<file path="src/rtl/hdmi_sync_pkg.sv">
// Shared types and default counter widths for the HDMI sync normalizer.
package hdmi_sync_pkg;

  localparam int unsigned HCNT_W_DEF = 12;
  localparam int unsigned VCNT_W_DEF = 11;

  typedef enum logic [1:0] {
    ST_SEARCH = 2'd0,
    ST_FIRST  = 2'd1,
    ST_LOCKED = 2'd2
  } meas_state_e;

endpackage

</file>
<file path="src/rtl/sync_pol_detect.sv">
// Per-period sample/high counters with a majority-vote polarity decision at period close.
// CLOSE_INCL=1: a sample coinciding with close belongs to the closing period; else it opens the new one.
module sync_pol_detect #(
  parameter int unsigned CNT_W      = 12,
  parameter bit          CLOSE_INCL = 1'b0
) (
  input  logic             clk,
  input  logic             rst_n,
  input  logic             inc,
  input  logic             sync_in,
  input  logic             close,
  output logic [CNT_W-1:0] total_c,
  output logic             pol_c
);

  logic [CNT_W-1:0] cnt_q, cnt_d;
  logic [CNT_W-1:0] hi_q, hi_d;
  logic [CNT_W-1:0] hi_close;
  logic             hi_inc;

  function automatic logic [CNT_W-1:0] sat_add(input logic [CNT_W-1:0] a, input logic b);
    return (b && (a != '1)) ? a + CNT_W'(1) : a;
  endfunction

  assign hi_inc = inc & sync_in;

  always_comb begin
    total_c  = CLOSE_INCL ? sat_add(cnt_q, inc) : cnt_q;
    hi_close = CLOSE_INCL ? sat_add(hi_q, hi_inc) : hi_q;
    pol_c    = hi_close > (total_c >> 1);
    cnt_d    = cnt_q;
    hi_d     = hi_q;
    if (close) begin
      cnt_d = CLOSE_INCL ? '0 : CNT_W'(inc);
      hi_d  = CLOSE_INCL ? '0 : CNT_W'(hi_inc);
    end else begin
      cnt_d = sat_add(cnt_q, inc);
      hi_d  = sat_add(hi_q, hi_inc);
    end
  end

  always_ff @(posedge clk or negedge rst_n) begin
    if (!rst_n) begin
      cnt_q <= '0;
      hi_q  <= '0;
    end else begin
      cnt_q <= cnt_d;
      hi_q  <= hi_d;
    end
  end

endmodule

</file>
<file path="src/rtl/hdmi_sync_normalizer.sv">
// Normalises HDMI syncs to active-high, registers the video path and (with HDMI_SYNC_MEAS_EN
// defined) measures line/frame timing and reports when it is stable.
module hdmi_sync_normalizer
  import hdmi_sync_pkg::*;
#(
  parameter int unsigned HCNT_W = HCNT_W_DEF,
  parameter int unsigned VCNT_W = VCNT_W_DEF
) (
  input  logic              clk_sys,
  input  logic              reset_n,
  input  logic              ce_pix,
  input  logic [23:0]       rgb_in,
  input  logic              HSync,
  input  logic              VSync,
  input  logic              HBlank,
  input  logic              VBlank,
  output logic [23:0]       rgb_out,
  output logic              hs_out,
  output logic              vs_out,
  output logic              de_out,
  output logic              hs_pol,
  output logic              vs_pol,
  output logic [HCNT_W-1:0] h_total,
  output logic [HCNT_W-1:0] h_active,
  output logic [VCNT_W-1:0] v_total,
  output logic [VCNT_W-1:0] v_active,
  output logic              meas_valid
);

  logic              hblank_prev_q, hblank_prev_d;
  logic              vblank_prev_q, vblank_prev_d;
  logic [23:0]       rgb_q, rgb_d;
  logic              de_q, de_d;
  logic              hs_out_q, hs_out_d;
  logic              vs_out_q, vs_out_d;
  logic              hs_pol_q, hs_pol_d;
  logic              vs_pol_q, vs_pol_d;
  logic              hs_pol_next_q, hs_pol_next_d;
  logic              armed_q, armed_d;
  logic              line_end_c, frame_end_c;
  logic [HCNT_W-1:0] h_tot_c;
  logic [VCNT_W-1:0] v_tot_c;
  logic              h_pol_c, v_pol_c;

  assign line_end_c  = ce_pix & HBlank & ~hblank_prev_q;
  assign frame_end_c = ce_pix & VBlank & ~vblank_prev_q;

  sync_pol_detect #(.CNT_W(HCNT_W), .CLOSE_INCL(1'b0)) u_h_det (
    .clk     (clk_sys),
    .rst_n   (reset_n),
    .inc     (ce_pix),
    .sync_in (HSync),
    .close   (line_end_c),
    .total_c (h_tot_c),
    .pol_c   (h_pol_c)
  );

  sync_pol_detect #(.CNT_W(VCNT_W), .CLOSE_INCL(1'b1)) u_v_det (
    .clk     (clk_sys),
    .rst_n   (reset_n),
    .inc     (line_end_c),
    .sync_in (VSync),
    .close   (frame_end_c),
    .total_c (v_tot_c),
    .pol_c   (v_pol_c)
  );

  // Video path and polarity tracking; polarity only moves after one full frame since reset.
  always_comb begin
    hblank_prev_d = hblank_prev_q;
    vblank_prev_d = vblank_prev_q;
    rgb_d         = rgb_q;
    de_d          = de_q;
    hs_out_d      = hs_out_q;
    vs_out_d      = vs_out_q;
    hs_pol_d      = hs_pol_q;
    vs_pol_d      = vs_pol_q;
    hs_pol_next_d = hs_pol_next_q;
    armed_d       = armed_q;
    if (ce_pix) begin
      hblank_prev_d = HBlank;
      vblank_prev_d = VBlank;
      de_d          = ~(HBlank | VBlank);
      rgb_d         = (HBlank | VBlank) ? 24'h0 : rgb_in;
      hs_out_d      = HSync ^ hs_pol_q;
      vs_out_d      = VSync ^ vs_pol_q;
    end
    if (line_end_c) begin
      hs_pol_next_d = h_pol_c;
    end
    if (frame_end_c) begin
      armed_d = 1'b1;
      if (armed_q) begin
        hs_pol_d = line_end_c ? h_pol_c : hs_pol_next_q;
        vs_pol_d = v_pol_c;
      end
    end
  end

  always_ff @(posedge clk_sys or negedge reset_n) begin
    if (!reset_n) begin
      hblank_prev_q <= 1'b0;
      vblank_prev_q <= 1'b0;
      rgb_q         <= '0;
      de_q          <= 1'b0;
      hs_out_q      <= 1'b0;
      vs_out_q      <= 1'b0;
      hs_pol_q      <= 1'b0;
      vs_pol_q      <= 1'b0;
      hs_pol_next_q <= 1'b0;
      armed_q       <= 1'b0;
    end else begin
      hblank_prev_q <= hblank_prev_d;
      vblank_prev_q <= vblank_prev_d;
      rgb_q         <= rgb_d;
      de_q          <= de_d;
      hs_out_q      <= hs_out_d;
      vs_out_q      <= vs_out_d;
      hs_pol_q      <= hs_pol_d;
      vs_pol_q      <= vs_pol_d;
      hs_pol_next_q <= hs_pol_next_d;
      armed_q       <= armed_d;
    end
  end

  assign rgb_out = rgb_q;
  assign de_out  = de_q;
  assign hs_out  = hs_out_q;
  assign vs_out  = vs_out_q;
  assign hs_pol  = hs_pol_q;
  assign vs_pol  = vs_pol_q;

`ifdef HDMI_SYNC_MEAS_EN
  meas_state_e       state_q, state_d;
  logic [HCNT_W-1:0] hact_q, hact_d;
  logic [HCNT_W-1:0] line_tot_q, line_tot_d;
  logic [HCNT_W-1:0] line_act_q, line_act_d;
  logic [HCNT_W-1:0] h_total_q, h_total_d;
  logic [HCNT_W-1:0] h_active_q, h_active_d;
  logic [VCNT_W-1:0] vact_q, vact_d;
  logic [VCNT_W-1:0] vact_close_c;
  logic [VCNT_W-1:0] v_total_q, v_total_d;
  logic [VCNT_W-1:0] v_active_q, v_active_d;
  logic              meas_valid_q, meas_valid_d;
  logic              vact_inc_c;

  // Active-pixel/line counters, per-frame capture and lock FSM; a line end on the frame-end
  // sample is folded into that frame's capture.
  always_comb begin
    state_d      = state_q;
    hact_d       = hact_q;
    line_tot_d   = line_tot_q;
    line_act_d   = line_act_q;
    h_total_d    = h_total_q;
    h_active_d   = h_active_q;
    v_total_d    = v_total_q;
    v_active_d   = v_active_q;
    vact_inc_c   = line_end_c & ~VBlank;
    vact_close_c = (vact_inc_c && (vact_q != '1)) ? vact_q + VCNT_W'(1) : vact_q;
    vact_d       = frame_end_c ? '0 : vact_close_c;
    if (line_end_c) begin
      hact_d     = '0;
      line_tot_d = h_tot_c;
      line_act_d = hact_q;
    end else if (ce_pix && !HBlank && (hact_q != '1)) begin
      hact_d = hact_q + HCNT_W'(1);
    end
    if (frame_end_c) begin
      if (state_q == ST_SEARCH) begin
        state_d = ST_FIRST;
      end else begin
        h_total_d  = line_end_c ? h_tot_c : line_tot_q;
        h_active_d = line_end_c ? hact_q : line_act_q;
        v_total_d  = v_tot_c;
        v_active_d = vact_close_c;
        state_d    = ((h_total_d == h_total_q) && (v_total_d == v_total_q)) ? ST_LOCKED : ST_FIRST;
      end
    end
    meas_valid_d = (state_d == ST_LOCKED);
  end

  always_ff @(posedge clk_sys or negedge reset_n) begin
    if (!reset_n) begin
      state_q      <= ST_SEARCH;
      hact_q       <= '0;
      line_tot_q   <= '0;
      line_act_q   <= '0;
      h_total_q    <= '0;
      h_active_q   <= '0;
      vact_q       <= '0;
      v_total_q    <= '0;
      v_active_q   <= '0;
      meas_valid_q <= 1'b0;
    end else begin
      state_q      <= state_d;
      hact_q       <= hact_d;
      line_tot_q   <= line_tot_d;
      line_act_q   <= line_act_d;
      h_total_q    <= h_total_d;
      h_active_q   <= h_active_d;
      vact_q       <= vact_d;
      v_total_q    <= v_total_d;
      v_active_q   <= v_active_d;
      meas_valid_q <= meas_valid_d;
    end
  end

  assign h_total    = h_total_q;
  assign h_active   = h_active_q;
  assign v_total    = v_total_q;
  assign v_active   = v_active_q;
  assign meas_valid = meas_valid_q;
`else
  logic unused_meas_c;
  assign unused_meas_c = ^{h_tot_c, v_tot_c};

  assign h_total    = '0;
  assign h_active   = '0;
  assign v_total    = '0;
  assign v_active   = '0;
  assign meas_valid = 1'b0;
`endif

endmodule

</file>
<file path="config.mk">
export PLATFORM = sky130hd
export DESIGN_NAME = hdmi_sync_normalizer
export DESIGN_NICKNAME = d
export VERILOG_FILES = /design/src/rtl/hdmi_sync_pkg.sv /design/src/rtl/sync_pol_detect.sv /design/src/rtl/hdmi_sync_normalizer.sv
export SDC_FILE = /design/constraint.sdc
export NUM_CORES = 1
export LEC_CHECK = 0
export ABC_CLOCK_PERIOD_IN_PS = 3900
export BUFFER_PORTS_ARGS = -buffer_cell sky130_fd_sc_hd__clkbuf_2
export CORE_UTILIZATION = 55
export DETAILED_ROUTE_END_ITERATION = 7
export GPL_TIMING_DRIVEN = 0
export PLACE_DENSITY = 0.82
export SLEW_MARGIN = 40
export SYNTH_ARGS = -nofsm -noshare
export SYNTH_HDL_FRONTEND = slang
export SYNTH_HIERARCHICAL = 1
export SYNTH_SLANG_ARGS = --single-unit
</file>
<file path="constraint.sdc">
create_clock -name clk_sys -period 3.9 [get_ports clk_sys]
set_clock_uncertainty 0.1 [all_clocks]
set_input_delay 0.195 -clock clk_sys [delete_from_list [all_inputs] [get_ports clk_sys]]
set_output_delay 0.195 -clock clk_sys [all_outputs]
set_load 0.01 [all_outputs]
</file>
Word level (Yosys, flattened, before mapping)
Cells that the tools add are included.

cells by class
  equality and inequality tests = 4
  reduce and logical (&&, ||, !) cells = 8
  bitwise logic cells = 12
  $lt $le $gt $ge = 2
  add/sub/neg operators = 4
  multiplexer cells = 10

operator list
  kind                                            number
  2-to-1 mux 12 bit                               4
  2-to-1 mux 11 bit                               4
  adder 12 x 1 -> 12 bit (second input constant)  2
  2-to-1 mux 24 bit                               1
  != test 12 bit (second input constant)          2
  adder 11 x 1 -> 11 bit (second input constant)  2
  != test 11 bit (second input constant)          2
  greater-than comparator 12 x 11 -> 1 bit        1
  greater-than comparator 11 x 10 -> 1 bit        1
  bitwise AND 1 bit                               6
  nonzero test 2 bit                              3
  logical AND 1 bit                               4
  inverter 1 bit                                  3
  AND reduction 2 bit                             1
  bitwise XOR 1 bit                               2
  2-to-1 mux 1 bit                                1
  OR 1 bit                                        1

word-level totals
  register bits after elaboration = 79
  input bits = 31
  logic and storage cells = 55
  output and inout bits = 76

Longest topological paths before layout
Gate-level depths: netlist (run 1).

  depth after elaboration = 6
  mapped depth = 16

Modules after synthesis
The synthesis (run 1) kept the hierarchy.

modules (own cells, without submodules)
  module                      area an instance (µm²)  cells each  times used  sequential area each (µm²)
  sync_pol_detect at u_h_det  1639.1                  180         1           600.6
  hdmi_sync_normalizer        1576.5                  128         1           825.8
  sync_pol_detect at u_v_det  1473.9                  163         1           550.5

Worst setup path after synthesis (run 1)
OpenSTA, ideal clock, no wires.

  path type = reg-to-reg
  start = register hblank_prev_q
  end = register vs_pol_q, in the netlist vs_pol
  data required time = 3.675 ns
  period minus slack after synthesis = 3.030 ns
  slack = 0.870 ns
  cell stages (with the launch flop) = 15
  arrival time = 2.805 ns
  buffers on the path = 1
  cells stage by stage = dfrtp_1 -> and3b_4 -> nand2_1 -> o21ba_1 -> buf_4 -> mux2_1 -> ha_1 -> nor2b_1 -> o21ai_0 -> nand2b_1 -> a21oi_1 -> maj3_2 -> o211ai_1 -> nor2b_1 -> mux2_2

on the way
  cells in the longest elaborated chain, start to end = 6
  elaborated cells between the ends (all ways) = 8
  those cells by class = order compare (1); mux (2); bitwise (3); reduce/logical (2)

ends and longest elaborated chain
  item                                        RTL line                     RTL
  start, declared                             hdmi_sync_normalizer.sv:30   logic hblank_prev_q, hblank_prev_d;
  start signal, assigned                      hdmi_sync_normalizer.sv:113  hblank_prev_q <= hblank_prev_d;
  inverter 1 bit *                            hdmi_sync_normalizer.sv:45   assign line_end_c = ce_pix & HBlank & ~hblank_prev_q;
  bitwise AND 1 bit *                         hdmi_sync_normalizer.sv:45
  named net line_end_c                        hdmi_sync_normalizer.sv:40   logic line_end_c, frame_end_c;
  bitwise AND 1 bit                           sync_pol_detect.sv:25        assign hi_inc = inc & sync_in;
  logical AND 1 bit                           sync_pol_detect.sv:22        return (b && (a != '1)) ? a + CNT_W'(1) : a;
  2-to-1 mux 11 bit                           sync_pol_detect.sv:22
  greater-than comparator 11 x 10 -> 1 bit *  sync_pol_detect.sv:30        pol_c = hi_close > (total_c >> 1);
  named net v_pol_c                           hdmi_sync_normalizer.sv:43   logic h_pol_c, v_pol_c;
  end signal, assigned                        hdmi_sync_normalizer.sv:120  vs_pol_q <= vs_pol_d;
  end, declared                               hdmi_sync_normalizer.sv:37   logic vs_pol_q, vs_pol_d;

Mark *: on every way through the listed nets, which the timed path passes. The rest lies on a longest branch. The select of a mux whose other input is x is not followed.
A chain may end at the register's enable or synchronous reset.

Final worst setup path (run 1)
  start = input ce_pix
  end = register vs_pol_q, in the netlist vs_pol

on the way
  cells in the longest elaborated chain, start to end = 6
  elaborated cells between the ends (all ways) = 11
  those cells by class = order compare (1); mux (2); bitwise (5); reduce/logical (3)

ends and longest elaborated chain
  item                                        RTL line                    RTL
  start, declared                             hdmi_sync_normalizer.sv:11  input logic ce_pix,
  bitwise AND 1 bit * (2 in a row)            hdmi_sync_normalizer.sv:45
  named net line_end_c                        hdmi_sync_normalizer.sv:40
  bitwise AND 1 bit                           sync_pol_detect.sv:25
  logical AND 1 bit                           sync_pol_detect.sv:22
  2-to-1 mux 11 bit                           sync_pol_detect.sv:22
  greater-than comparator 11 x 10 -> 1 bit *  sync_pol_detect.sv:30
  named net v_pol_c                           hdmi_sync_normalizer.sv:43

Marks and branches as above.

==> summary.md, run 1 <==
| Metric | Value |
|---|---|
| CP Launch Type | primary input |
| Leakage power | 2.85 nW |
| Count of input and output buffers | 58 |
| Post-Place Cell Area | 0.00529 mm2 |
| Routability cong. | 0.869 |
| Initial antenna violation count | 0 |
| Combinational fraction of design power | 0.249 |
| Inserted Diodes | 0 |
| Clk sink count | 79 |
| Vias/cell | 5.34 |
| Sw Share | 0.336 |
| Worst-Margin Slew | 0.562 ns |
| Run status | completed |
| Final setup fails | 0 |
| Pwr per Cell Area | 371 mW/mm2 |
| Routed WL | 10700 um |
| DRC viols | 0 |
| Worst skew pair latency | 0.36 ns |
| Total track usage | 0.251 |
| Vias | 3822 |
| First-pass GRT wire length | 17200 um |
| Sw Pwr | 0.000718 W |
| Largest net degree at the start of global routing | 49 |
| Post-Syn Instances | 464 |
| Clock Tree Buf Depth | 2 |
| Setup tns final | 0 ns |
| Final Instance Area | 0.00575 mm2 |
| Tcrit/Tclk final | 0.890 |
| Worst-path fanout max | 9 |
| Post-detail-place hpwl | 7290 um |
| Post-route setup slack | 0.429 ns |
| Critical Path End Type | flip-flop |
| Worst min-delay path category | primary input to flip-flop |
| RSZ-0062 raised after global routing | false |
| Fin cells | 716 |
| Pins Over Slew Limit | 0 |
| Slew headroom | 0.623 |
| Post-layout min period | 3.47 ns |
| CTS H-Tree Depth | 3 |
| Mapped cell area | 0.00466 mm2 |
| Placement Rows | 33 |
| First-pass DRT Iterations | 6 |
| Routed Antenna Nets | 0 |
| GRT overflow | 0 |
| Die height | 94.1 um |
| CP Class | primary input to flip-flop |
| YS warnings | 6 |
| Sequential share of power | 0.466 |
| Crit path DAT | 3.63 ns |
| Max cap viols | 0 |
| Starting Density | 0.568 |
| Mean Syn Cell Area | 10.1 um2 |
| Die ar. | 0.00885 mm2 |
| Final hold violation count | 0 |
| CTS tree | yes |
| Io pins | 107 |
| Core ar. | 0.00822 mm2 |
| Internal | 0.00142 W |
| Root buf cell | clkbuf_8 |
| Max VDD drop | 0.000295 V |
| Routed WL per cell | 15.0 um |
| Fraction of layout cells with a size suffix above 1 | 0.265 |
| Post-cts sizing count | 0 |
| Dpl ws | 0.548 ns |
| Fmax | 288 MHz |
| Min Hold Slack | 0.0336 ns |
| Number of global-route vias before repair | 3683 |
| Clock power share | 0.285 |
| Clk slew on worst S/H paths | 0.10 ns |
| Final net count | 660 |
| Placed Instances | 674 |
| Area growth from synthesis to layout | 23.3% |
| Chip Width | 94.1 um |
| First-iteration detailed-routing DRC count | 160 |
| Total CTS buffers | 9 |
| CP Data Required Time | 4.06 ns |
==> routing by layer <==
| layer | GRT usage | wire (um) |
|---|---|---|
| met3 | 0.0566 | 443 |
| met4 | 0.0756 | 188 |
| met2 | 0.454 | 5730 |
| met5 | 0 | 0 |
| met1 | 0.294 | 4370 |
==> state kept, by name, summed over array words and instances (netlist names) <==
register          count
rgb_out              24
hs_pol_next_q         1
vs_out                1
vs_pol                1
u_v_det/cnt_q        11
hs_out                1
armed_q               1
u_h_det/hi_close     12
u_v_det/hi_q         11
u_h_det/total_c      12
de_out                1
hs_pol                1
vblank_prev_q         1
hblank_prev_q         1
==> critical path, cell delays in order <==
cell	delay, ns
dlygate4sd3_1	0.57
buf_6	0.16
and3b_4	0.30
nand2_1	0.13
o21ba_1	0.23
buf_4	0.14
mux2_1	0.36
ha_1	0.31
nor2b_1	0.13
o21ai_0	0.15
nand2b_1	0.07
a21oi_1	0.17
maj3_2	0.21
o211ai_1	0.08
nor2b_1	0.15
mux2_2	0.26
==> layout make-up <==
cell class	instances	area [um2]
Inverter	20	75.1
Clock inverter	7	73.8
Clock buffer	9	124
Sequential cell	79	1980
Tap cell	105	131
Buffer	59	424
Multi-Input combinational cell	352	2360
Fill cell	592	2460
Timing Repair Buffer	85	587
==> metrics by stage <==
step / power [W] / utilization
global placement: 0.00146 / 0.640
CTS: 0.00213 / 0.700
finish: 0.00214 / 0.700
detailed placement: 0.00149 / 0.644
floorplan: 0.00134 / -
global route: 0.00225 / 0.700
==> worst paths after layout <==
kind / start / endpoint / slack, ns / cells after the start
worst max-delay path: ce_pix / vs_pol / 0.43 / 16
min in group asynchronous: reset_n / u_h_det/total_c[9] / 0.20 / 2
worst min-delay path: ce_pix / u_h_det/total_c[0] / 0.03 / 2
worst max register to register: u_v_det/cnt_q[0] / vs_pol / 0.48 / 15
worst min register to register: vblank_prev_q / vblank_prev_q / 0.42 / 1
max in group asynchronous: reset_n / u_h_det/total_c[1] / 2.98 / 3
==> timing repair <==
item                      CTS  global route
setup buffers               0             0
hold endpoints to repair  105             0
hold buffers               26             0
==> power groups by stage <==
stage,sequential (W),combinational [W],clock [W]
global placement,0.000999,0.000464,0
floorplan,0.00100,0.000337,0
CTS,0.000989,0.000521,0.000618
global route,0.00101,0.000593,0.000648
detailed placement,0.00100,0.000491,0
finish,0.000995,0.000533,0.000608
==> layout by cell type (no fill, tap or decap), types with 3 or more instances in the layout <==
master,instances
o31ai_1,4
ha_1,23
and3_1,5
clkbuf_1,4
o211ai_1,3
clkbuf_8,10
inv_6,3
and2_1,3
nand4_1,12
a22o_1,24
buf_2,3
nand2_1,26
or4_1,3
mux2_2,6
dlygate4sd3_1,26
xnor2_1,14
nor2b_1,16
nand2b_1,3
dfrtp_1,79
nor2_1,37
a211oi_1,6
or3_1,4
nand3_1,19
a21oi_1,18
conb_1,47
and4_1,3
nor3_1,6
nor3_2,3
buf_4,48
inv_1,19
xor2_1,6
clkbuf_2,57
o21ai_0,15
(Power assumes the default switching activity.)
==> run 2, diff against run 1 <==
- BUFFER_PORTS_ARGS: -buffer_cell sky130_fd_sc_hd__clkbuf_2 -> -buffer_cell sky130_fd_sc_hd__buf_4
==> summary.md, run 2 (synthesized netlist as in run 1, its figures left out) <==
| Metric | Value |
|---|---|
| Run status | completed |
| Routed WL per cell | 15.4 um |
| Chip Width | 94.1 um |
| Post-layout min period | 3.44 ns |
| Max cap viols | 0 |
| Sw Pwr | 0.000698 W |
| Routed Antenna Nets | 0 |
| RSZ-0062 raised after global routing | false |
| Largest net degree at the start of global routing | 80 |
| CTS H-Tree Depth | 3 |
| First-pass DRT Iterations | 4 |
| Clk sink count | 79 |
| Worst setup startpoint | ce_pix |
| Routability cong. | 0.893 |
| R2R Path End | vs_pol |
| Critical Path End Type | flip-flop |
| Combinational fraction of design power | 0.256 |
| Dpl ws | 0.599 ns |
| CTS tree | yes |
| Total track usage | 0.260 |
| Max VDD drop | 0.000292 V |
| Core ar. | 0.00822 mm2 |
| Setup tns final | 0 ns |
| Vias/cell | 5.46 |
| Slew headroom | 0.521 |
| CP Launch Type | primary input |
| Post-route setup slack | 0.462 ns |
| Routed WL | 11000 um |
| First-iteration detailed-routing DRC count | 202 |
| Die ar. | 0.00885 mm2 |
| Clock power share | 0.288 |
| GRT overflow | 0 |
| Number of global-route vias before repair | 3855 |
| Tcrit/Tclk final | 0.882 |
| Placement Rows | 33 |
| First-pass GRT wire length | 17800 um |
| Worst min-delay path category | primary input to flip-flop |
| Area growth from synthesis to layout | 25.9% |
| Final hold violation count | 0 |
| Die height | 94.1 um |
| Sw Share | 0.319 |
| CP Data Required Time | 4.03 ns |
| Io pins | 107 |
| CP Class | primary input to flip-flop |
| Post-detail-place hpwl | 7330 um |
| Initial antenna violation count | 1 |
| Worst-path fanout max | 9 |
| Leading cell type in the layout, fill and taps excluded | buf_4 |
| Clock Tree Buf Depth | 2 |
| Root buf cell | clkbuf_8 |
| Crit path to | vs_pol |
| Tot Pwr | 0.00219 W |
| FF-to-FF path depth | 15 |
| Internal | 0.00149 W |
| Fmax | 291 MHz |
| Final net count | 659 |
| Sequential share of power | 0.456 |
| R2r setup slk | 0.55 ns |
| Clk slew on worst S/H paths | 0.09 ns |
| Total CTS buffers | 9 |
| Worst skew pair latency | 0.35 ns |
| Most frequent cells in the layout | buf_4, dfrtp_1, conb_1 |
| Worst-Margin Slew | 0.719 ns |
| Vias | 3910 |
| R2R Path Start | u_v_det/cnt_q[0] |
| Crit path DAT | 3.57 ns |
| Pwr per Cell Area | 373 mW/mm2 |
| Starting Density | 0.568 |
| Final setup fails | 0 |
| Max reg flops | 24 |
| Count of input and output buffers | 58 |
| DRC viols | 0 |
| Fraction of layout cells with a size suffix above 1 | 0.264 |
| Leakage power | 2.88 nW |
| Pins Over Slew Limit | 0 |
==> run 2: repair_timing <==
action                    in CTS  in global routing
hold endpoints to repair     105                  0
resized for setup              0                  0
buffers inserted               0                  0
hold buffers                  26                  0
==> run 2: power groups by stage <==
stage,logic [W],clock network [W],registers [W]
global route,0.000614,0.000676,0.00101
floorplan,0.000337,0,0.00100
detailed placement,0.000516,0,0.00101
CTS,0.000541,0.000641,0.000991
finish,0.000559,0.000630,0.000999
global placement,0.000490,0,0.00100
==> run 2: worst min-delay path by stage <==
stage / depth (start not counted) / endpoint / slack (ns) / startpoint
global route: 2 / vblank_prev_q / 0.006 / VBlank
global placement: 1 / u_h_det/total_c[8] / 0.31 / reset_n
CTS: 2 / vblank_prev_q / 0.006 / VBlank
floorplan: 0 / armed_q / -0.20 / reset_n
detailed placement: 1 / u_h_det/total_c[11] / 0.17 / reset_n
finish: 2 / vblank_prev_q / 0.02 / VBlank
==> run 2: critical path, cell delays in order <==
cell	delay [ns]
dlygate4sd3_1	0.58
buf_6	0.15
and3b_4	0.29
nand2_1	0.13
o21ba_1	0.23
buf_4	0.14
mux2_1	0.37
ha_1	0.30
nor2b_1	0.13
o21ai_0	0.13
nand2b_1	0.07
a21oi_1	0.16
maj3_2	0.21
o211ai_1	0.07
nor2b_1	0.15
mux2_2	0.27
==> run 2: stage by stage <==
stage | area, um2 | hold slack [ns] | std cells | util
final | 5870 | 0.0155 | 716 | 0.714
after global routing | 5870 | 0.00623 | 716 | 0.714
after CTS | 5870 | 0.00633 | 715 | 0.714
after detailed placement | 5410 | 0.173 | 673 | 0.658
after global placement | 5400 | 0.311 | 673 | 0.658
after floorplan | 4840 | -0.201 | 510 | -
==> run 2: area by class of cell <==
cell class,instances,area (um2)
plain buffers,59,424
flip-flops and latches,79,1980
inverters,20,75.1
clock buffers,9,124
multi-input cells,352,2360
repair buffers,84,699
fillers,569,2350
clock inverters,7,77.6
well taps,105,131
diodes,1,2.50
==> run 2: routing by layer <==
layer	share of wire	GRT usage	wire, um
met1	0.40	0.302	4370
met2	0.53	0.468	5900
met3	0.047	0.0469	515
met4	0.023	0.112	250
met5	0	0	0
==> run 3, diff against run 2 <==
- ABC_AREA: not set -> 1
- PLACE_DENSITY: 0.82 -> 0.89
- RECOVER_POWER: not set -> 50
==> summary.md, run 3 <==
| Metric | Value |
|---|---|
| First-pass GRT wire length | 21100 um |
| Max cap viols | 1 |
| CP Depth | 18 |
| Final net count | 863 |
| Initial antenna violation count | 0 |
| Clk slew on worst S/H paths | 0.08 ns |
| Sw Pwr | 0.000779 W |
| CTS tree | yes |
| Setup tns final | 0 ns |
| Mean Syn Cell Area | 7.73 um2 |
| Max reg flops | 24 |
| GRT overflow | 0 |
| CP Data Required Time | 4.03 ns |
| RSZ-0062 raised after global routing | false |
| Root buf cell | clkbuf_8 |
| R2r setup slk | 0.59 ns |
| Pins Over Slew Limit | 80 |
| Number of global-route vias before repair | 4641 |
| Routed Antenna Nets | 0 |
| Slew headroom | -0.268 |
| Chip Width | 99.0 um |
| Die height | 99.0 um |
| CP Class | flip-flop to flip-flop |
| Worst-path fanout max | 6 |
| Critical Path End Type | flip-flop |
| Largest net degree at the start of global routing | 80 |
| CP top delay family | simple AND/OR/NAND/NOR gates |
| Inserted Diodes | 0 |
| Worst setup startpoint | hblank_prev_q |
| Worst-Margin Slew | 1.90 ns |
| Io pins | 107 |
| DRC viols | 0 |
| CTS H-Tree Depth | 3 |
| Fmax | 302 MHz |
| Total CTS buffers | 9 |
| Post-Syn Instances | 669 |
| Setup repair bufs after CTS | 0 |
| Slowest cell on crit path | dfrtp_1 |
| R2R Path Start | hblank_prev_q |
| Tcrit/Tclk final | 0.849 |
| Area growth from synthesis to layout | 23.7% |
| YS warnings | 6 |
| Worst min-delay path category | primary input to flip-flop |
| Leakage power | 3.52 nW |
| Vias | 4796 |
| FF-to-FF path depth | 18 |
| Final setup fails | 0 |
| Worst skew pair latency | 0.35 ns |
| Crit path to | vs_pol |
| Crit path DAT | 3.45 ns |
| Mapped cell area | 0.00517 mm2 |
| Starting Density | 0.565 |
| Tot Pwr | 0.00243 W |
| Post-detail-place hpwl | 8650 um |
| Leading cell type in the layout, fill and taps excluded | nand2_1 |
| Sequential share of power | 0.415 |
| Fraction of layout cells with a size suffix above 1 | 0.230 |
| CP Launch Type | flip-flop |
| Hold_sp | VBlank |
| Routed WL per cell | 13.7 um |
| Clock power share | 0.312 |
| CP cell instances | inv_1 > nand3_1 > inv_1 > nand3_1 > nor2_2 > nand4_1 > or2_1 > xor2_1 > ha_1 > nand2_1 > inv_1 > a221o_1 > nor2_2 > nand3_1 > nor2_1 > nor2_2 > nand2_1 > nand2_1 |
| Routability cong. | 0.862 |
| Clk sink count | 79 |
| First-iteration detailed-routing DRC count | 287 |
| Min Hold Slack | 0.0581 ns |
| R2R Path End | vs_pol |
| Run status | finished with violations |
| Vias/cell | 5.18 |
| Pwr per Cell Area | 380 mW/mm2 |
| Post-layout min period | 3.31 ns |
| Placement Rows | 35 |
| Combinational fraction of design power | 0.274 |
| Most frequent cells in the layout | nand2_1, buf_4, dfrtp_1 |
| Count of input and output buffers | 59 |
| Routed WL | 12700 um |
| CP bufs+invs | 3 |
| Slowest stage delay, CP | 0.37 ns |
| Max VDD drop | 0.000196 V |
| Final hold violation count | 0 |
| Sw Share | 0.320 |
| Die ar. | 0.00979 mm2 |
| Internal | 0.00165 W |
| Core ar. | 0.00915 mm2 |
| Violated checks | max-capacitance violations, max-slew violations |
| Clock Tree Buf Depth | 2 |
| Total track usage | 0.269 |
| First-pass DRT Iterations | 5 |
[run 3: cell types whose count changed in the layout (fill, tap and decap cells not counted), sizes merged, moves of 9 or more]
cell / delta
clkbuf: +10
o21ai: +9
xor2: +9
nand3: +45
nand2: +179
inv: +49
nor2: +40
nor2b: -16
xnor2: -10
a22o: -24
[run 3: worst min path at each step]
stage | endpoint | slack, ns | cells past startpoint
final | vblank_prev_q | 0.06 | 3
after floorplan | armed_q | -0.20 | 0
after global routing | rgb_out[5] | 0.04 | 3
after global placement | rgb_out[16] | 0.31 | 1
after detailed placement | rgb_out[16] | 0.18 | 1
after CTS | rgb_out[5] | 0.0003 | 3
[run 3: power groups by stage]
stage                     Combinational, W  Clock (W)  Sequential [W]
final                             0.000666   0.000758         0.00101
after CTS                         0.000658   0.000768         0.00100
after floorplan                   0.000425          0         0.00101
after detailed placement          0.000624          0         0.00102
after global routing              0.000758   0.000799         0.00102
after global placement            0.000592          0         0.00101
[run 3: worst reg2reg max path, cell delays in order (launching register included)]
cell	delay, ns
dfrtp_1	0.37
inv_1	0.09
nand3_1	0.10
inv_1	0.27
nand3_1	0.14
nor2_2	0.23
nand4_1	0.19
or2_1	0.25
xor2_1	0.22
ha_1	0.27
nand2_1	0.06
inv_1	0.05
a221o_1	0.30
nor2_2	0.14
nand3_1	0.09
nor2_1	0.15
nor2_2	0.06
nand2_1	0.06
nand2_1	0.06
[run 3: timing repair]
item,in CTS,in global routing
endpoints found under the hold margin,102,0
hold buffers,24,0
resized for setup,0,0
[run 3: area by class of cell]
type                       instances  area [um2]
buffer                            60         445
multi-input combinational        503        2620
sequential                        79        1980
inverter                          73         282
fill                             628        2760
clock buffer                      11         151
clock inverter                     5         104
timing repair buffer              83         673
tap                              111         139
[run 3: routing by layer]
| metal | routed length, um | global-route usage | vias to the layer above |
|---|---|---|---|
| met5 | 0 | 0 | - |
| met4 | 287 | 0.123 | 0 |
| met3 | 918 | 0.0426 | 28 |
| met2 | 6550 | 0.484 | 215 |
| met1 | 4920 | 0.316 | 2245 |
| li1 | - | - | 2308 |
[run 3: per-stage QoR]
step / instance area, um2 / util / std cells / worst slack [ns]
floorplan: 5340 / - / 715 / 1.19
global placement: 5920 / 0.647 / 885 / 0.851
detailed placement: 5930 / 0.648 / 885 / 0.667
CTS: 6420 / 0.702 / 925 / 0.638
global route: 6390 / 0.699 / 925 / 0.420
finish: 6390 / 0.699 / 925 / 0.588
